<file path="config.mk">
export PLATFORM = sky130hd
export DESIGN_NAME = host_pkt_arb
export DESIGN_NICKNAME = d
export VERILOG_FILES = /design/src/rtl/host_pkt_arb.sv
export SDC_FILE = /design/constraint.sdc
export NUM_CORES = 1
export LEC_CHECK = 0
export BUFFER_PORTS_ARGS = -buffer_cell sky130_fd_sc_hd__buf_2
export CAP_MARGIN = 0
export CORE_MARGIN = 2
export CORE_UTILIZATION = 57
export CTS_BUF_LIST = sky130_fd_sc_hd__clkbuf_4
export DETAILED_ROUTE_END_ITERATION = 10
export MAX_ROUTING_LAYER = met4
export PLACE_DENSITY = 0.95
export SYNTH_ARGS = -nofsm -noshare
export SYNTH_HDL_FRONTEND = slang
export SYNTH_SLANG_ARGS = --single-unit
</file>
<file path="constraint.sdc">
create_clock -name CLK -period 5.8 [get_ports CLK]
set_input_delay 0.58 -clock CLK [delete_from_list [all_inputs] [get_ports CLK]]
set_output_delay 0.58 -clock CLK [all_outputs]
set_load 0.02 [all_outputs]
</file>
<file path="src/rtl/host_pkt_arb.sv">
// Packet-atomic arbiter between three client byte FIFOs and the shared host transport FIFOs.
// TX round-robins whole packets and stamps the channel id; RX steers each packet by its header.
module host_pkt_arb #(
  parameter int DROP_W = 8
) (
  input  logic              CLK,
  input  logic              RESETn,
  input  logic [2:0]        ch_en,
  input  logic [2:0]        tx_empty,
  input  logic [23:0]       tx_data,
  output logic [2:0]        tx_rd,
  output logic              com_wren,
  output logic [7:0]        com_wrdata,
  input  logic              com_wrfull,
  input  logic              com_rdempty,
  input  logic [7:0]        com_rddata,
  output logic              com_rden,
  output logic [2:0]        rx_wr,
  output logic [7:0]        rx_data,
  input  logic [2:0]        rx_full,
  output logic [1:0]        tx_owner,
  output logic [DROP_W-1:0] drop_cnt
);

  typedef enum logic [1:0] {T_IDLE, T_HDR, T_BODY} tx_state_e;
  typedef enum logic [1:0] {R_HDR, R_BODY, R_DROP} rx_state_e;

  tx_state_e   tx_state_q;
  logic [1:0]  own_q;
  logic [1:0]  last_grant_q;
  logic [1:0]  tx_owner_q;
  logic [5:0]  tx_cnt_q;

  rx_state_e   rx_state_q;
  logic [1:0]  dest_q;
  logic [5:0]  rx_cnt_q;
  logic [DROP_W-1:0] drop_cnt_q;

  logic [2:0]  tx_req;
  logic [1:0]  grant_d;
  logic        grant_vld_d;
  logic [7:0]  own_byte;
  logic        own_empty;
  logic        tx_xfer;

  logic [1:0]  hdr_dest;
  logic [3:0]  en_ext;
  logic [3:0]  full_ext;
  logic        hdr_drop;
  logic [1:0]  wr_dest;
  logic        rx_deliver;
  logic        drop_pop;

  function automatic logic [1:0] rr_idx(input logic [1:0] last, input int k);
    return 2'((int'(last) + 1 + k) % 3);
  endfunction

  // ---------------- TX path ----------------
  assign tx_req = ch_en & ~tx_empty;

  // Descending scan so the candidate closest to last_grant+1 is written last and wins.
  always_comb begin
    grant_d     = 2'd0;
    grant_vld_d = 1'b0;
    for (int k = 2; k >= 0; k--) begin
      if (tx_req[rr_idx(last_grant_q, k)]) begin
        grant_d     = rr_idx(last_grant_q, k);
        grant_vld_d = 1'b1;
      end
    end
  end

  always_comb begin
    own_byte  = 8'h00;
    own_empty = 1'b1;
    case (own_q)
      2'd0:    begin own_byte = tx_data[7:0];   own_empty = tx_empty[0]; end
      2'd1:    begin own_byte = tx_data[15:8];  own_empty = tx_empty[1]; end
      2'd2:    begin own_byte = tx_data[23:16]; own_empty = tx_empty[2]; end
      default: begin own_byte = 8'h00;          own_empty = 1'b1;        end
    endcase
  end

  assign tx_xfer    = RESETn && (tx_state_q != T_IDLE) && !own_empty && !com_wrfull;
  assign com_wren   = tx_xfer;
  assign tx_rd      = tx_xfer ? (3'b001 << own_q) : 3'b000;
  assign com_wrdata = (tx_state_q == T_HDR) ? {own_q, own_byte[5:0]} : own_byte;
  assign tx_owner   = tx_owner_q;

  always_ff @(posedge CLK) begin
    if (!RESETn) begin
      tx_state_q   <= T_IDLE;
      own_q        <= 2'd0;
      last_grant_q <= 2'd2;
      tx_owner_q   <= 2'd3;
      tx_cnt_q     <= 6'd0;
    end else begin
      case (tx_state_q)
        T_IDLE: begin
          if (grant_vld_d) begin
            own_q      <= grant_d;
            tx_owner_q <= grant_d;
            tx_state_q <= T_HDR;
          end
        end
        T_HDR: begin
          if (tx_xfer) begin
            tx_cnt_q <= own_byte[5:0];
            if (own_byte[5:0] == 6'd0) begin
              // Empty packet is complete: rotate priority so a stream of them cannot starve peers.
              tx_state_q   <= T_IDLE;
              tx_owner_q   <= 2'd3;
              last_grant_q <= own_q;
            end else begin
              tx_state_q <= T_BODY;
            end
          end
        end
        T_BODY: begin
          if (tx_xfer) begin
            tx_cnt_q <= tx_cnt_q - 6'd1;
            if (tx_cnt_q == 6'd1) begin
              tx_state_q   <= T_IDLE;
              tx_owner_q   <= 2'd3;
              last_grant_q <= own_q;
            end
          end
        end
        default: tx_state_q <= T_IDLE;
      endcase
    end
  end

  // ---------------- RX path ----------------
  assign hdr_dest = com_rddata[7:6];
  assign en_ext   = {1'b0, ch_en};
  assign full_ext = {1'b1, rx_full};
  assign hdr_drop = !en_ext[hdr_dest];
  assign wr_dest  = (rx_state_q == R_HDR) ? hdr_dest : dest_q;

  always_comb begin
    rx_deliver = 1'b0;
    drop_pop   = 1'b0;
    if (RESETn && !com_rdempty) begin
      case (rx_state_q)
        R_HDR: begin
          if (hdr_drop)                   drop_pop   = 1'b1;
          else if (!full_ext[hdr_dest])   rx_deliver = 1'b1;
        end
        R_BODY:  rx_deliver = !full_ext[dest_q];
        R_DROP:  drop_pop   = 1'b1;
        default: ;
      endcase
    end
  end

  assign rx_wr    = rx_deliver ? (3'b001 << wr_dest) : 3'b000;
  assign com_rden = rx_deliver | drop_pop;
  assign rx_data  = com_rddata;
  assign drop_cnt = drop_cnt_q;

  always_ff @(posedge CLK) begin
    if (!RESETn) begin
      rx_state_q <= R_HDR;
      dest_q     <= 2'd0;
      rx_cnt_q   <= 6'd0;
      drop_cnt_q <= '0;
    end else begin
      case (rx_state_q)
        R_HDR: begin
          if (drop_pop) begin
            rx_cnt_q <= com_rddata[5:0];
            if (drop_cnt_q != {DROP_W{1'b1}}) drop_cnt_q <= drop_cnt_q + DROP_W'(1);
            if (com_rddata[5:0] != 6'd0) rx_state_q <= R_DROP;
          end else if (rx_deliver) begin
            dest_q   <= hdr_dest;
            rx_cnt_q <= com_rddata[5:0];
            if (com_rddata[5:0] != 6'd0) rx_state_q <= R_BODY;
          end
        end
        R_BODY: begin
          if (rx_deliver) begin
            rx_cnt_q <= rx_cnt_q - 6'd1;
            if (rx_cnt_q == 6'd1) rx_state_q <= R_HDR;
          end
        end
        R_DROP: begin
          if (drop_pop) begin
            rx_cnt_q <= rx_cnt_q - 6'd1;
            if (rx_cnt_q == 6'd1) rx_state_q <= R_HDR;
          end
        end
        default: rx_state_q <= R_HDR;
      endcase
    end
  end

endmodule

</file>
==> out/qor.yml, run 1 <==
worst_setup_path:
  cp_cell_sequence: "mux2_2 -> or3_4 -> a31o_1 -> a221o_1 -> or2_1 -> mux2_4"
  startpoint_type: "flip-flop"
  cp-end-kind: "flip-flop"
  crit_type: "flip-flop to flip-flop"
  crit_buf_inv: 0
  cp_max_fo: 18
  cp_top_family: "flip-flops"
  r2r_start: "own_q[1]"
  cp.arrival_ns: 3.10
  worst_ep_required_time_ns: 6.04
  r2r_slack_ns: 2.94
  reg2regPathDepth: 6
  r2r_end: "tx_owner[0]"
  cp_slowest_stage_delay_ns: 0.78
  crit_slowest_cell: "dfxtp_1"
final_layout:
  nNetsFinal: 446
  fin_util_pct: 67.77
  drive_above_1_share_pct: 25.32
  syn2layout_area_growth_pct: 15.55
  num_antenna_cells: 0
  final_cell_area_um2: 2910
detailed_routing:
  wl_um: 6166
  drt_pass1_iterations: 5
  viasPerCell: 5.909
  final_antenna_net_count: 0
  drt_iter0_drc: 172
  post_drt_wl_per_cell_um: 14.05
  drc: 0
  num_vias: 2594
synthesis:
  async_flop_share_pct: 0
  synth_edf_count: 0
  yosysUniqueCellTypes: 60
  yosysWarnings: 0
  ys_ff_latch: 32
  synth_cells: 324
  postSynthAreaPerCell_um2: 7.774
  ys.flop_type: "dfxtp_1"
  syn-num-nets: 384
  yosysSeqAreaShare_pct: 25.43
  syn-cell-area_um2: 2519
clock_tree:
  clk_path_buf_depth: 2
  hold_buffers: 0
  root_buffer: "clkbuf_4"
  htreeDepth: 2
  numCtsBuffers: 5
  post_cts_resize_count: 0
  cts_tree: "done"
  postCtsSetupBuffers: 0
  clk_latency_ns: 0.34
  clk_pin_slew_worst_paths_ns: 0.11
  cts.sinks: 32
global_route:
  met2_usage_pct: 41.93
  grt-ovfl-total: 0
  grt_pass1_wl_um: 10110
  gr-usage-met3_pct: 3.319
  grt_max_degree: 27
  use_met1_pct: 30.01
  grt_pass1_vias: 2441
  grt.busiest_layer: "met2"
  antenna_found_initial: 0
  grtUsageTotal_pct: 25.14
place:
  hpwlAfterDp_um: 4645
  io_buffers: 78
  dpl_worst_slack_ns: 2.856
  dpl_cell_area_um2: 2859
  gp_congestion: 0.8853
floorplan:
  fp.dieW_um: 70.48
  core.rowCount: 24
  dieArea_um2: 4967
  initial_core_util_pct: 58.65
  design.core.area_um2: 4294
  io_pins: 79
  die_h_um: 70.48
timing:
  worstMarginPinSlew_ns: 1.082
  fmax_ghz: 0.3499
  rsz0062_at_grt: "false"
  layout_min_cycle_time_ns: 2.858
  slew_violations: 0
  hold_violations: 0
  skew_ns: 0.01405
  worst_slack_ns: 2.942
  maxSlewHeadroom_pct: 26.96
  setup_viol: 0
  period_share_pct: 49.28
  finalSetupTns_ns: 0
flow_run:
  cap_violations: 0
status:
  outcome: "finished clean"
hold_path:
  hp-start: "tx_cnt_q[1]"
  hold_depth: 2
  hold_path_class: "flip-flop to flip-flop"
  hold_end: "tx_cnt_q[1]"
power:
  leakage_nw: 1.278
  power_density_nw_per_um2: 317.3
  total_power_w: 0.0009235
  irDropWorstVdd_mv: 0.1726
state kept, by name (all words and copies together), names as in the netlist:
| name | count |
|---|---|
| tx_owner | 2 |
| own_q | 2 |
| rx_state_q | 2 |
| dest_q | 2 |
| tx_state_q | 2 |
| tx_cnt_q | 6 |
| drop_cnt | 8 |
| last_grant_q | 2 |
| rx_cnt_q | 6 |
stage by stage:
stage,instances,hold WS (ns)
CTS,439,0.4858
global route,439,0.5134
global placement,431,0.4614
finish,439,0.4841
detailed placement,431,0.4720
floorplan,324,0.4450
tightest hold or removal path: cells and delay by family (launching register included):
family | cells | cell delay (ns)
simple gates | 1 | 0.06
compound gates | 1 | 0.05
flops | 1 | 0.34
layout by cell type (no fill, tap or decap), types with 7 or more instances in the layout:
cell type,instances
o21ai_0,17
inv_1,20
nor3_1,7
ha_1,15
nor2b_1,8
nor2_1,27
buf_2,78
mux2i_1,13
o22ai_1,8
a21oi_1,18
dfxtp_1,32
nand2_1,23
nand2b_1,18
synth_stat cells, types with 3 or more instances:
library cell	number	area share (%)
a21o_1	4	1.2
a21oi_1	18	3.6
a22oi_1	3	0.89
a31oi_1	4	0.99
a41o_1	3	1.2
and2_1	5	1.2
and3_1	3	0.75
buf_4	8	2.4
clkbuf_1	13	1.9
dfxtp_1	32	25
ha_1	15	7.5
inv_1	20	3.0
mux2_2	3	1.3
mux2i_1	13	5.2
nand2_1	23	3.4
nand2b_1	18	4.5
nand3_1	6	1.2
nand4_1	6	1.5
nor2_1	27	4.0
nor2b_1	8	2.0
nor3_1	7	1.4
o2111ai_1	3	1.0
o211ai_1	4	1.2
o21ai_0	17	3.4
o22ai_1	8	2.0
o2bb2ai_1	3	1.0
xor2_1	5	1.7
worst max path at each step:
stage	cells after the start	from	to
6_report	6	own_q[1]	tx_owner[0]
5_1_grt	6	own_q[1]	last_grant_q[1]
4_1_cts	6	own_q[1]	tx_owner[0]
3_5_place_dp	7	RESETn	tx_owner[0]
3_3_place_gp	7	RESETn	tx_owner[0]
2_1_floorplan	9	tx_state_q[0]	tx_owner[0]
metal layers:
layer | up-vias | share of wire (%)
li1 | 1290 | -
met4 | 0 | 2.1
met5 | - | 0
met3 | 19 | 5.0
met2 | 87 | 48
met1 | 1198 | 45
logic make-up after synthesis:
| group | Yosys count | share of synthesized area [%] |
|---|---|---|
| flip-flops | 32 | 25.43 |
| AO/OA/AOI/OAI | 88 | 24.24 |
| AND/OR/NAND/NOR | 118 | 24.54 |
| XOR/XNOR | 7 | 2.434 |
| buffers and inverters | 45 | 7.998 |
| multiplexers | 17 | 7.103 |
| adder cells (fa/ha/maj) | 17 | 8.246 |
where the power goes:
group	switching, W	internal (W)	total (W)	leakage [nW]
Sequential	0.0000433	0.000258	0.000301	0.260
Combinational	0.000286	0.000213	0.000498	0.985
Clock	0.0000798	0.0000445	0.000124	0.0324
Total	0.000409	0.000515	0.000923	1.28
cell type report:
cell class                 count  area, um^2
multi-input combinational    247        1677
inverter                      21       78.83
tap                           52       65.06
timing repair buffer          79       397.9
fill                         363        1384
clock buffer                   5       37.54
clock inverter                 3       13.76
sequential                    32       640.6
(Power assumes the default switching activity.)
==> run 2, diff against run 1 <==
--- a/config.mk
+++ b/config.mk
@@ -8,11 +8,11 @@
 export BUFFER_PORTS_ARGS = -buffer_cell sky130_fd_sc_hd__buf_2
 export CAP_MARGIN = 0
 export CORE_MARGIN = 2
-export CORE_UTILIZATION = 57
+export CORE_UTILIZATION = 48
 export CTS_BUF_LIST = sky130_fd_sc_hd__clkbuf_4
 export DETAILED_ROUTE_END_ITERATION = 10
 export MAX_ROUTING_LAYER = met4
-export PLACE_DENSITY = 0.95
+export PLACE_DENSITY = 0.86
 export SYNTH_ARGS = -nofsm -noshare
 export SYNTH_HDL_FRONTEND = slang
 export SYNTH_SLANG_ARGS = --single-unit
==> constraint.sdc (replaced) <==
create_clock -name CLK -period 2.35 [get_ports CLK]
set_input_delay 0.235 -clock CLK [delete_from_list [all_inputs] [get_ports CLK]]
set_output_delay 0.235 -clock CLK [all_outputs]
set_load 0.02 [all_outputs]
==> run 2 against run 1 <==
- the run now ends with setup timing left
- final area up 14%
- final cell count grew 13%
- total power grew to 2.8 times the previous value
- via count rose by 5.6%
- utilization shrank 2.5 points
- worst setup slack got worse by 3.1 ns
- sequential cell count did not move
- wire length rose by 11%
- highest routed layer unchanged
- first-iteration DRC count is the same
==> out/qor.yml, run 2 (synthesis results as in run 1) <==
detailed_routing:
  met2_length_um: 3418  # +15%
  met1_length_um: 2936  # +6.8%
  viasPerCell: 5.513  # -6.7%
  top_layer_used: "met4"
  drt_iter0_drc: 172  # unchanged
  wl_um: 6825  # +11%
  drc: 0  # unchanged
  post_drt_wl_per_cell_um: 13.73  # -2.2%
  drt_pass1_iterations: 5  # unchanged
  num_vias: 2740  # +5.6%
  final_antenna_net_count: 0  # unchanged
  dr_wl_met3_um: 395  # +29%
timing:
  worst_slack_ns: -0.1955  # -3.137 ns
  hold_violations: 0  # unchanged
  rsz0062_at_grt: "true"
  fmax_ghz: 0.3928  # +12%
  skew_ns: 0.01907  # +0.005020 ns
  setup_viol: 2  # +2
  finalSetupTns_ns: -0.3205  # -0.3205 ns
  maxSlewHeadroom_pct: 61.46  # +34 points
  layout_min_cycle_time_ns: 2.546  # -0.3127 ns
  period_share_pct: 108.3  # +59 points
  worstMarginPinSlew_ns: 0.5781  # -0.5037 ns
  whs_ns: 0.1931  # -0.2911 ns
  slew_violations: 0  # unchanged
power:
  irDropWorstVdd_mv: 0.4025  # +130%
  p_switching_w: 0.001105  # +170%
  comb_power_share_pct: 60.0  # +6.0 points
  total_power_w: 0.002623  # +180%
  power_frac_clock_pct: 12.4  # -1.1 points
  internal_power_w: 0.001518  # +190%
  leakage_nw: 1.483  # +16%
  seqPwrFrac_pct: 27.6  # -5.0 points
  power_density_nw_per_um2: 791.6  # +150%
  p_sw_share_pct: 42.13  # -2.1 points
floorplan:
  fp.dieW_um: 76.44  # +8.5%
  die_h_um: 76.44  # +8.5%
  dieArea_um2: 5842  # +18%
  core.rowCount: 26  # +8.3%
  design.core.area_um2: 5075  # +18%
  initial_core_util_pct: 49.63  # -9.0 points
  io_pins: 79  # unchanged
clock_tree:
  cts.sinks: 32  # unchanged
  root_buffer: "clkbuf_4"
  htreeDepth: 2  # unchanged
  hold_buffers: 0  # unchanged
  cts_tree: "done"
  clk_latency_ns: 0.34  # about the same
  numCtsBuffers: 5  # unchanged
  clk_path_buf_depth: 2  # unchanged
  clk_pin_slew_worst_paths_ns: 0.12  # about the same
worst_setup_path:
  r2r_start: "tx_state_q[0]"
  cp_max_fo: 3  # -15
  r2r_slack_ns: -0.20  # -3.14 ns
  cp.arrival_ns: 2.79  # -0.31 ns
  cp-end-kind: "flip-flop"
  crit_path_end: "tx_owner[0]"
  reg2regPathDepth: 8  # +2
  crit_type: "flip-flop to flip-flop"
  worst_ep_required_time_ns: 2.60  # -3.44 ns
  critPathLaunch: "tx_state_q[0]"
  r2r_end: "tx_owner[0]"
  startpoint_type: "flip-flop"
place:
  io_buffers: 78  # unchanged
  dpl_cell_area_um2: 3159  # +11%
  hpwlAfterDp_um: 5186  # +12%
  gp_congestion: 0.9322  # +5.3%
flow_run:
  cap_violations: 0  # unchanged
final_layout:
  drive_above_1_share_pct: 36.07  # +11 points
  syn2layout_area_growth_pct: 31.55
  final_cell_area_um2: 3313  # +14%
  final_cell_mix: "buf_2, buf_4, dfxtp_1"
  layout_commonest_cell: "buf_2"
  nNetsFinal: 486  # +9.0%
  fin_util_pct: 65.29  # -2.5 points
  nFillCells: 433  # +19%
  largest_reg_flops: 8  # unchanged
  num_antenna_cells: 0  # unchanged
hold_path:
  hold_path_class: "primary input to flip-flop"
global_route:
  grt_pass1_wl_um: 11180  # +11%
  grtUsageTotal_pct: 23.32  # -1.8 points
  antenna_found_initial: 0  # unchanged
  grt-ovfl-total: 0  # unchanged
  grt_max_degree: 19  # -30%
  grt_pass1_vias: 2544  # +4.2%
status:
  violations: "setup timing"
  outcome: "finished with violations"
run 2: critical path, cell delays in order, from the launching register on:
cell and delay, ns:
dfxtp_2 0.34, inv_2 0.05, ha_4 0.15, or3b_4 0.37
or3_4 0.37, a31o_1 0.25, a221o_1 0.37, or2_1 0.26
mux2_4 0.31
run 2: final cells by class:
class                   instances  area [um^2]  share of cell area [%]
flip-flops and latches         32        645.6                   19.49
clock inverters                 2        11.26                  0.3399
well taps                      70        87.58                   2.644
inverters                      21        81.33                   2.455
repair buffers                119        701.9                   21.19
multi-input cells             247         1740                   52.53
clock buffers                   6        45.04                   1.360
run 2: worst min-delay path by stage:
stage                              to     startpoint  depth (start not counted)  slack, ns
final                       dest_q[1]  com_rddata[7]                          3       0.19
after detailed placement  tx_cnt_q[1]    tx_cnt_q[1]                          2       0.46
after floorplan           rx_cnt_q[0]  com_rddata[0]                          2       0.43
after CTS                   dest_q[0]  com_rddata[6]                          3       0.18
after global routing        dest_q[1]  com_rddata[7]                          3       0.20
after global placement    tx_cnt_q[1]    tx_cnt_q[1]                          2       0.46
run 2: stage by stage:
step | cells | setup WS (ns)
after detailed placement | 484 | -0.2030
after CTS | 495 | -0.2052
after floorplan | 324 | -0.1994
final | 497 | -0.1955
after global routing | 497 | -0.2451
after global placement | 484 | -0.1615
run 2: power groups by stage:
stage	Sequential, W	Combinational, W	Clock [W]
3_5_place_dp	0.000730	0.00144	0
5_1_grt	0.000736	0.00171	0.000354
3_3_place_gp	0.000727	0.00139	0
6_report	0.000723	0.00157	0.000326
2_1_floorplan	0.000738	0.000942	0
4_1_cts	0.000721	0.00150	0.000337
run 2: layer usage:
metal	vias to the layer above	track usage, %
met2	93	40.09
met3	10	3.199
met1	1269	27.81
met4	0	8.545
li1	1368	-
met5	-	-
run 2: what timing repair did:
action	CTS	global route
setup buffers	3	2
pin swaps	10	8
endpoints found under the setup margin	5	30
resized for setup	7	8
